## config.mk

```make
export PLATFORM = sky130hd
export DESIGN_NAME = ct_reader
export DESIGN_NICKNAME = d
export VERILOG_FILES = /design/src/rtl/ct_reader.sv
export SDC_FILE = /design/constraint.sdc
export NUM_CORES = 1
export LEC_CHECK = 0
export CAP_MARGIN = 20
export CORE_MARGIN = 3
export CORE_UTILIZATION = 35
export DETAILED_ROUTE_END_ITERATION = 16
export PLACE_DENSITY = 0.64
export SYNTH_ARGS = -nofsm -noshare
export SYNTH_HDL_FRONTEND = slang
export SYNTH_SLANG_ARGS = --single-unit
```

## constraint.sdc

```tcl
create_clock -name clk -period 4.3 [get_ports clk]
set_input_delay 1.075 -clock clk [delete_from_list [all_inputs] [get_ports clk]]
set_output_delay 1.075 -clock clk [all_outputs]
set_load 0.1 [all_outputs]
```

## src/rtl/ct_reader.sv

```systemverilog
// Streams a length-prefixed message (ct[0]=L, ct[1..L]=bytes) from a sync-read memory.
// First beat 4 cycles after the start handshake; a 2-entry prefetch FIFO holds its head while out_ready is low.
module ct_reader #(
  parameter int ADDR_W = 8,
  parameter int DATA_W = 8
) (
  input  logic              clk,
  input  logic              rst_n,
  input  logic              en,
  output logic              rdy,
  output logic [ADDR_W-1:0] addr,
  input  logic [DATA_W-1:0] rddata,
  output logic [7:0]        len,
  output logic              out_valid,
  input  logic              out_ready,
  output logic [DATA_W-1:0] out_data,
  output logic [7:0]        out_idx,
  output logic              out_last
);

  localparam int PW = ADDR_W + 1;

  typedef enum logic [2:0] {IDLE, LEN_RD, LEN_CAP, STREAM, DRAIN} state_t;

  state_t            state;
  logic [PW-1:0]     p;
  logic              inflight;
  logic [DATA_W-1:0] fifo_mem [2];
  logic              wr_ptr;
  logic              rd_ptr;
  logic [1:0]        count;
  logic              pop;
  logic              issue;

  assign rdy       = (state == IDLE);
  assign out_valid = (count != 2'd0);
  assign out_data  = fifo_mem[rd_ptr];
  assign out_last  = out_valid && (out_idx == len - 8'd1);
  assign pop       = out_valid && out_ready;

  // A same-cycle pop frees a slot, so the fetch can run back-to-back at full rate
  // while the data in flight always lands in a free entry.
  assign issue = (state == STREAM) &&
                 (({1'b0, count} + {2'b0, inflight}) < (3'd2 + {2'b0, pop}));

  always_comb begin
    addr = '0;
    case (state)
      STREAM:  addr = p[ADDR_W-1:0];
      DRAIN:   addr = ADDR_W'(len);
      default: addr = '0;
    endcase
  end

  always_ff @(posedge clk or negedge rst_n) begin
    if (!rst_n) begin
      state       <= IDLE;
      p           <= '0;
      inflight    <= 1'b0;
      fifo_mem[0] <= '0;
      fifo_mem[1] <= '0;
      wr_ptr      <= 1'b0;
      rd_ptr      <= 1'b0;
      count       <= 2'd0;
      len         <= 8'd0;
      out_idx     <= 8'd0;
    end else begin
      if (inflight) begin
        fifo_mem[wr_ptr] <= rddata;
        wr_ptr           <= ~wr_ptr;
      end
      if (pop) begin
        rd_ptr  <= ~rd_ptr;
        out_idx <= out_idx + 8'd1;
      end
      count    <= count + {1'b0, inflight} - {1'b0, pop};
      inflight <= issue;
      if (issue) p <= p + PW'(1);

      case (state)
        IDLE: begin
          if (en) begin
            state   <= LEN_RD;
            out_idx <= 8'd0;
          end
        end
        LEN_RD: state <= LEN_CAP;
        LEN_CAP: begin
          len   <= 8'(rddata);
          p     <= PW'(1);
          state <= (8'(rddata) == 8'd0) ? IDLE : STREAM;
        end
        STREAM: begin
          if (issue && (p == PW'(len))) state <= DRAIN;
        end
        DRAIN: begin
          if (pop && out_last) state <= IDLE;
        end
        default: state <= IDLE;
      endcase
    end
  end

endmodule

```

Word-level counts from Yosys, hierarchy flattened
Index checks and enable logic that the tools add are counted.
{"block": "totals", "regBits": 49, "latch_bits": 0, "ram_bits": 0, "romBits": 0, "input_bits": 12, "out_inout_bits": 35, "wordCells": 62, "mem_count": 0}
{"block": "op_classes", "n_addsub": 7, "n_mul": 0, "div_mod_pow": 0, "magnitude_cmp": 4, "n_eq_ne": 9, "shift": 0, "n_mux": 17, "bitwise": 4, "n_reduce_logical": 11}
{"operator": "8-bit 2-to-1 mux", "n": 7}
{"operator": "9-bit 2-to-1 mux", "n": 2}
{"operator": "16-bit bitwise mux", "n": 1}
{"operator": "8-bit one-hot mux with 2 select lines", "n": 1}
{"operator": "3-bit one-hot mux with 5 select lines", "n": 1}
{"operator": "9-bit by 1-bit adder with 9-bit output, second input constant", "n": 1}
{"operator": "9-bit by 8-bit equality test with 1-bit output", "n": 1}
{"operator": "3-bit 2-to-1 mux", "n": 3}
{"operator": "8-bit by 1-bit adder with 8-bit output, second input constant", "n": 1}
{"operator": "8-bit demux with 1-bit select", "n": 1}
{"operator": "8-bit equality test", "n": 1}
{"operator": "8-bit logical NOT", "n": 1}
{"operator": "8-bit by 1-bit subtractor with 8-bit output, second input constant", "n": 1}
{"operator": "3-bit by 2-bit equality test with 1-bit output, second input constant", "n": 2}
{"operator": "1-bit logical AND", "n": 6}
{"operator": "2-bit greater-or-equal comparator, second input constant", "n": 2}
{"operator": "2-bit != test, second input constant", "n": 2}
{"operator": "1-bit inverter with 2-bit output", "n": 2}
{"operator": "2-bit nonzero test", "n": 2}
{"operator": "2-bit by 1-bit adder with 3-bit output", "n": 1}
{"operator": "2-bit by 1-bit adder with 3-bit output, first input constant", "n": 1}
{"operator": "3-bit by 1-bit equality test with 1-bit output, second input constant", "n": 1}
{"operator": "3-bit equality test, second input constant", "n": 1}
{"operator": "3-bit logical NOT", "n": 1}
{"operator": "other kinds (8)", "n": 9}

Longest topological paths before layout
Gate-level depths: netlist of run 1.
{"block": "logic_depth", "depth_word": 8, "mapped_depth": 7, "ltp_nobuf": 7}

Worst setup path after synthesis of run 1
No wires, ideal clock.
{"block": "synth_path", "kind": "reg2out", "start": "reg len[0]", "end": "out out_last", "arrival_time_ns": 4.392, "required_time_ns": 3.225, "path_slack_ns": -1.167, "path_stages_with_launch": 8, "n_path_buf": 0, "path_cell_list": "dfrtp_1 inv_1 ha_1 o21ba_1 a221oi_2 a21oi_1 nor4_1 nor3b_1"}
{"block": "synth_between", "elab_chain_cells": 3}
{"element": "start: declaration", "line_no": "13", "text": "output logic [7:0] len,"}
{"element": "start signal: assignment", "line_no": "89", "text": "len <= 8'(rddata);"}
{"element": "8-bit by 1-bit subtractor with 8-bit output", "line_no": "38", "text": "assign out_last = out_valid && (out_idx == len - 8'd1);"}
{"element": "8-bit equality test", "line_no": "38"}
{"element": "1-bit logical AND", "line_no": "38"}
{"element": "end: declaration", "line_no": "18", "text": "output logic out_last"}
No other way between the ends.

Worst setup path after layout of run 1
Ends and elaborated chain as after synthesis.

==> results_dict.tcl, run 1 <==
set metrics [dict create \
    wl_met1_um 3030 \
    synth_edf_count 0 \
    dp_hpwl_um 4710 \
    finClkSkew_ps 8.87 \
    async_flop_share_pct 100 \
    crit_path_start "len[0]" \
    netlist-cell-type-count 47 \
    cts-resized-gates 0 \
    grtUsageTotal_pct 15.3 \
    clockBufferDepth 2 \
    cp-endpoint "out_last" \
    startpoint_type "flop" \
    core_um2 7330 \
    drtIter0Drc 88 \
    synthFlopType "dfrtp_1" \
    nets 319 \
    rsz0062_at_grt "no" \
    hold_path.class "reg2reg" \
    mostFrequentLayoutCell "dfrtp_1" \
    avgViaCountPerCell 5.07 \
    ys_seq_area_share_pct 45.7 \
    synth.area.top_cells "dfrtp_1 (46%), mux2_2 (10%), xnor2_1 (6.2%)" \
    antenna_found_initial 0 \
    initial_core_util_pct 36.6 \
    io_pins 47 \
    yosysTopAreaCellShare_pct 45.7 \
    ctsHtreeMaxLevel 2 \
    drc_errors 0 \
    reg2reg_depth 7 \
    yosys.area.top_type "dfrtp_1" \
    place_congestion 0.821 \
    reg2reg_from "len[0]" \
    path_class "reg2out" \
    first_pass_iters 4 \
    clock.fmax_ghz 0.277 \
    numPortBuffers 46 \
    routed_wl_um 6280 \
    cts_tree "built" \
    end_kind "output pin" \
    post-route-period-util_pct 84.0 \
    final_core_util_pct 45.0 \
    die_area_um2 8760 \
    required_ps 3220 \
    syn_area_per_cell_um2 10.4 \
    hold_violations 0 \
    cts_setup_buffers 0 \
    num_rows 31 \
    root_buffer "clkbuf_8" \
    die_h_um 93.6 \
    worstPathArrival_ps 2540 \
    drv_slew 0 \
    fillers 717 \
    num_vias 2027 \
    wl_met2_um 2930 \
    grt-ovfl-total 0 \
    synth-seq-cells 49 \
    die_w_um 93.6 \
    tns_ps 0 \
    r2r-end "state[2]" \
    postCtsHoldBufs 0 \
    clk_latency_ps 310 \
    dr_wl_met3_um 247 \
    syn-cell-area_um2 2690 \
    worst-slew-pin-transition_ps 1050 \
    antenna_left 0 \
    path_max_fanout 6 \
    setup_violations 0 \
    layout-drive-gt1-share_pct 17.9 \
    r2r_slack_ps 2100 \
    slew_headroom_pct 29.8 \
    num_antenna_cells 0 \
    first_global_vias 2001 \
    avgRoutedWirePerCell_um 15.7 \
    area_growth_pct 22.9 \
    clkTransAtPathRegs_ps 100 \
    grt_max_degree 36 \
    layout_common_cells "dfrtp_1 (49), clkdlybuf4s50_1 (36), nand2_1 (35)" \
    cap_violations 0 \
    top_layer "met4" \
    syn-num-nets 276 \
    outcome "finished, final reports clean" \
    clock-sinks 49 \
    min_period_ps 3610 \
    syn_inst 257 \
    cts_made_buffers 5 \
    grt_pass1_wl_um 10300 \
    yosys_warnings 0 \
]
-- synth_stat cells (2+ instances only) --
cell type and instances:
o21ai_1 2, xor2_1 14, or3_1 2, dfrtp_1 49
clkbuf_2 2, o21ai_0 7, inv_1 8, and3_2 2
or4_1 3, a22o_1 8, mux2i_1 2, buf_6 3
nor4_1 2, ha_1 7, nor3b_1 2, nor2_1 16
nor3_1 3, nand2_1 35, xnor2_1 19, clkbuf_1 5
a21oi_1 7, mux2_2 24, nand3_1 5, nand4_1 7
-- per-stage QoR --
step	setup slack [ps]	instances	hold slack, ps	area, um^2
2_1_floorplan	166	257	460	2700
3_3_place_gp	1130	391	476	3190
3_5_place_dp	1030	392	484	3210
4_1_cts	667	400	502	3300
5_1_grt	503	400	512	3300
6_report	687	400	496	3300
-- kinds of logic after synthesis --
| kind of cell | Yosys count | share of synthesized area [%] |
|---|---|---|
| AND/OR/NAND/NOR | 92 | 18.1 |
| flip-flops | 49 | 45.7 |
| XOR/XNOR | 33 | 10.8 |
| AO/OA/AOI/OAI | 29 | 7.36 |
| multiplexers | 26 | 10.8 |
| buffers and inverters | 21 | 4.05 |
| adder cells (fa/ha/maj) | 7 | 3.26 |
-- critical path, stage by stage, from the launching register on --
cell and delay [ps]:
dfrtp_1 500, inv_1 90, ha_1 260, o21ba_1 200, a221oi_2 260, a21oi_1 70
nor4_1 320, nor3b_4 220, buf_4 310
-- final cells by class --
type	instances	area [um^2]	area share (%)
Sequential cell	49	1230	37.1
Inverter	9	33.8	1.02
Multi-Input combinational cell	187	1360	41.2
Clock inverter	3	26.3	0.796
Tap cell	99	124	3.75
Clock buffer	5	68.8	2.08
Timing Repair Buffer	48	460	13.9
-- routing by layer --
metal	vias to the layer above	track usage (%)
li1	973	-
met1	1009	21.5
met2	40	23.6
met3	5	3.70
met4	0	3.85
met5	-	0
-- flip-flops by register name, summed over array words and instances, names as in the netlist --
| register | count |
|---|---|
| fifo_mem | 16 |
| p | 9 |
| len | 8 |
| out_idx | 8 |
| state | 3 |
| count | 2 |
| inflight | 1 |
| rd_ptr | 1 |
| wr_ptr | 1 |
-- worst min-delay path by stage --
stage | from | end | depth (start not counted)
2_1_floorplan | state[2] | state[1] | 1
3_3_place_gp | wr_ptr | wr_ptr | 1
3_5_place_dp | wr_ptr | wr_ptr | 1
4_1_cts | wr_ptr | wr_ptr | 1
5_1_grt | wr_ptr | wr_ptr | 1
6_report | wr_ptr | wr_ptr | 1
Power of run 1 is not shown: default switching activity piles up to over one toggle a cycle in this logic, so the estimate is an artifact.
==> inputs of run 2 (changes only) <==
Clock period 4.3 ns to 3.6 ns, I/O delays scaled along.
==> run 2 against run 1 <==
Clock skew increased by 1.6 ps; sequential share of layout area increased by 0.86 points; sequential cell count unchanged; hold slack improved by 15 ps; first-iteration DRC count increased by 74%; routed wire length increased by 1.2%; final cell count unchanged; global-route usage decreased by 0.16 points; utilization decreased by 0.75 points; largest cell class unchanged; highest routed layer unchanged.
==> results_dict.tcl, run 2 (synthesized netlist as in run 1, its figures left out) <==
set metrics [dict create \
    min_period_ps 3340 \
    fillers 704 \
    num_vias 2074 \
    largest_reg_flops 16 \
    die_area_um2 8760 \
    clk_latency_ps 320 \
    grt_pass1_wl_um 10200 \
    area_growth_pct 20.9 \
    clock.fmax_ghz 0.299 \
    slowest_delay_ps 470 \
    startpoint_type "flop" \
    design_area_um2 3250 \
    worstPathArrival_ps 2440 \
    num_rows 31 \
    drtIter0Drc 153 \
    finClkSkew_ps 10.5 \
    clock-sinks 49 \
    place_congestion 0.887 \
    avgRoutedWirePerCell_um 15.9 \
    dp_hpwl_um 4700 \
    avgViaCountPerCell 5.19 \
    num_antenna_cells 0 \
    outcome "finished, final reports clean" \
    post-route-period-util_pct 92.8 \
    drv_slew 0 \
    postCtsHoldBufs 0 \
    layout_common_cells "dfrtp_1 (45), buf_4 (36), nand2_1 (35)" \
    slowest_stage "dfrtp_4" \
    die_h_um 93.6 \
    rsz0062_at_grt "no" \
    cap_violations 0 \
    r2r_slack_ps 1420 \
    worst-slew-pin-transition_ps 1070 \
    routed_wl_um 6350 \
    grtUsageTotal_pct 15.1 \
    antenna_left 0 \
    end_kind "output pin" \
    placed_area_um2 3150 \
    root_buffer "clkbuf_8" \
    crit_path_start "len[0]" \
    final_core_util_pct 44.3 \
    first_global_vias 1973 \
    ctsHtreeMaxLevel 2 \
    cts_made_buffers 5 \
    regMostFlops "fifo_mem" \
    clockBufferDepth 2 \
    largestRegisters "fifo_mem (16), p (9)" \
    grt_max_degree 28 \
    nets 319 \
    die_w_um 93.6 \
    antenna_found_initial 0 \
    numPortBuffers 46 \
    first_pass_iters 5 \
    cts-resized-gates 0 \
    worstHoldStart "fifo_mem[2]" \
    tns_ps 0 \
    cts_tree "built" \
    drc_errors 0 \
    required_ps 2700 \
    core_um2 7330 \
    reg2reg_from "len[0]" \
    path_class "reg2out" \
    regArea_um2 1230 \
    grt-ovfl-total 0 \
    initial_core_util_pct 36.6 \
    multi_input_area_um2 1360 \
    layout-drive-gt1-share_pct 27.9 \
    clkTransAtPathRegs_ps 100 \
    slew_headroom_pct 28.3 \
    cts_setup_buffers 0 \
    mostFrequentLayoutCell "dfrtp_1" \
    crit_chain "inv_1, ha_1, o21ba_1, a221oi_2, a21oi_1, nor4_1, nor3b_4, buf_12" \
    hold_path.class "reg2reg" \
    io_pins 47 \
    hold_violations 0 \
    path_max_fanout 6 \
    setup_violations 0 \
]
==> run 2: cell types whose count changed in the layout (fill, tap and decap cells not counted), sizes merged <==
| cell | previous run | this run |
|---|---|---|
| clkinv | 1 | 2 |
| clkinvlp | 2 | 0 |
| buf | 12 | 38 |
| clkdlybuf4s50 | 36 | 10 |
| inv | 9 | 10 |
==> run 2: final cells by class <==
type	instances	area share, %
Multi-Input combinational cell	187	41.9
Sequential cell	49	38.0
Timing Repair Buffer	48	12.2
Tap cell	99	3.82
Clock buffer	5	2.12
Inverter	9	1.04
Clock inverter	3	0.887
==> run 2: metrics by stage <==
step,hold WS [ps],instances,setup slack (ps)
floorplan,460,257,5.76
global placement,477,392,709
detailed placement,491,392,610
CTS,514,400,247
global route,525,400,128
finish,511,400,258
==> run 2: per-layer routing <==
layer	global-route usage [%]	wire length [um]	part of all wire (%)
met5	0	0	0
met4	5.17	138	2.2
met3	2.98	290	4.6
met2	23.9	2960	47
met1	20.6	2970	47
==> run 2: worst max-delay path, delay by kind of cell, from the launching register on <==
family	cells	cell delay (ps)
AND/OR/NAND/NOR	2	560
flip-flops	1	470
buffers and inverters	2	270
AO/OA/AOI/OAI	3	540
adder cells (fa/ha/maj)	1	270
==> run 2: path summary, 6_finish.rpt <==
check | end | cells after the start
worst max-delay path | out_last | 8
worst min-delay path | fifo_mem[2] | 1
max in group asynchronous | fifo_mem[9] | 2
min in group asynchronous | out_idx[0] | 1
worst max register to register | state[2] | 7
worst min register to register | fifo_mem[2] | 1
Power of run 2 is left out for the same reason.
==> inputs of run 3 (changes only) <==
Settings changed: CTS_BUF_LIST from default to sky130_fd_sc_hd__clkbuf_8.
Clock period 3.6 ns to 3.1 ns, I/O delays scaled along.
==> run 3 against run 2 <==
Register-to-register slack worse by 360 ps; clock skew is 0.78 ps higher; global-route usage is 0.27 points higher; critical endpoint unchanged; largest cell class unchanged; highest routed layer unchanged.
==> results_dict.tcl, run 3 (synthesized netlist as in run 1, its figures left out) <==
set metrics [dict create \
    outcome "finished, final reports clean" \
    regArea_um2 1240 \
    r2r-end "state[2]" \
    path_max_fanout 5 \
    ctsHtreeMaxLevel 2 \
    min_period_ps 3000 \
    path_class "reg2out" \
    root_buffer "clkbuf_8" \
    tns_ps 0 \
    grt-ovfl-total 0 \
    antenna_left 0 \
    num_antenna_cells 0 \
    reg2reg_from "len[3]" \
    num_rows 31 \
    postCtsHoldBufs 0 \
    clockBufferDepth 2 \
    area_growth_pct 24.7 \
    setup_violations 0 \
    final_core_util_pct 45.7 \
    first_global_vias 2047 \
    drtIter0Drc 120 \
    worst-slew-pin-transition_ps 726 \
    fillers 696 \
    mostFrequentLayoutCell "buf_4" \
    largest_reg_flops 16 \
    core_um2 7330 \
    slew_headroom_pct 51.5 \
    hold_violations 0 \
    end_kind "output pin" \
    cts_made_buffers 5 \
    antenna_found_initial 0 \
    post-route-period-util_pct 96.9 \
    initial_core_util_pct 36.6 \
    routed_wl_um 6510 \
    multi_input_area_um2 1390 \
    layout_common_cells "buf_4 (41), dfrtp_1 (40), nand2_1 (35)" \
    worstPathArrival_ps 2230 \
    reg2reg_depth 5 \
    grtUsageTotal_pct 15.4 \
    avgViaCountPerCell 5.01 \
    required_ps 2320 \
    largestRegisters "fifo_mem (16), p (9)" \
    clock-sinks 49 \
    grt_max_degree 31 \
    grt_pass1_wl_um 10700 \
    place_congestion 0.796 \
    avgRoutedWirePerCell_um 16.1 \
    drc_errors 0 \
    die_w_um 93.6 \
    first_pass_iters 4 \
    cap_violations 0 \
    cts_tree "built" \
    hold_path.class "in2async" \
    io_pins 47 \
    numPortBuffers 46 \
    die_h_um 93.6 \
    layout-drive-gt1-share_pct 33.0 \
    num_vias 2029 \
    finClkSkew_ps 11.2 \
    clock.fmax_ghz 0.333 \
    clk_latency_ps 300 \
    nets 324 \
    die_area_um2 8760 \
    dp_hpwl_um 4780 \
    startpoint_type "flop" \
    clkTransAtPathRegs_ps 100 \
    r2r_slack_ps 1060 \
    regMostFlops "fifo_mem" \
    drv_slew 0 \
]
run 3: cell count changes in the layout (fill, tap and decap cells not counted), moves of 2 or more:
cell / delta
dfrtp_2: +4
inv_4: +2
dfrtp_1: -5
inv_1: -2
buf_4: +5
run 3: per-stage QoR:
stage	cell area (um^2)	hold slack (ps)	setup slack (ps)	std cells
floorplan	2720	463	-146	257
global placement	3170	476	468	393
detailed placement	3170	482	403	393
CTS	3290	497	59.1	401
global route	3350	517	-0.601	405
finish	3350	495	96.3	405
run 3: worst max path at each step:
stage               startpoint        to  cells past startpoint
floorplan               len[0]  out_last                      7
CTS                     len[0]  out_last                      8
global route            len[0]  out_last                      8
detailed placement      len[0]  out_last                      8
finish                  len[0]  out_last                      7
global placement        len[0]  out_last                      8
run 3: area by class of cell:
type                    instances  share of cell area [%]
clock buffers                   5                    2.06
repair buffers                 53                    12.9
flip-flops and latches         49                    37.1
clock inverters                 3                    1.38
well taps                      99                    3.70
inverters                       9                    1.16
multi-input cells             187                    41.6
run 3: what timing repair did:
| item | CTS | global route |
|---|---|---|
| endpoints found under the setup margin | 0 | 1 |
| gates resized for setup | 0 | 8 |
| buffers inserted | 0 | 4 |
run 3: critical path, stage by stage (launching register included):
cell	delay, ps
dfrtp_4	530
inv_4	70
ha_4	150
nor4bb_1	350
a21oi_2	130
nor4_2	220
nor3b_4	270
buf_12	200
run 3: routing by layer:
layer	global-route usage, %	share of wire (%)	up-vias
met2	23.9	46	44
met5	0	0	-
met3	3.30	3.8	8
li1	-	-	989
met4	4.09	1.7	0
met1	21.7	49	988
Power of run 3 is left out for the same reason.
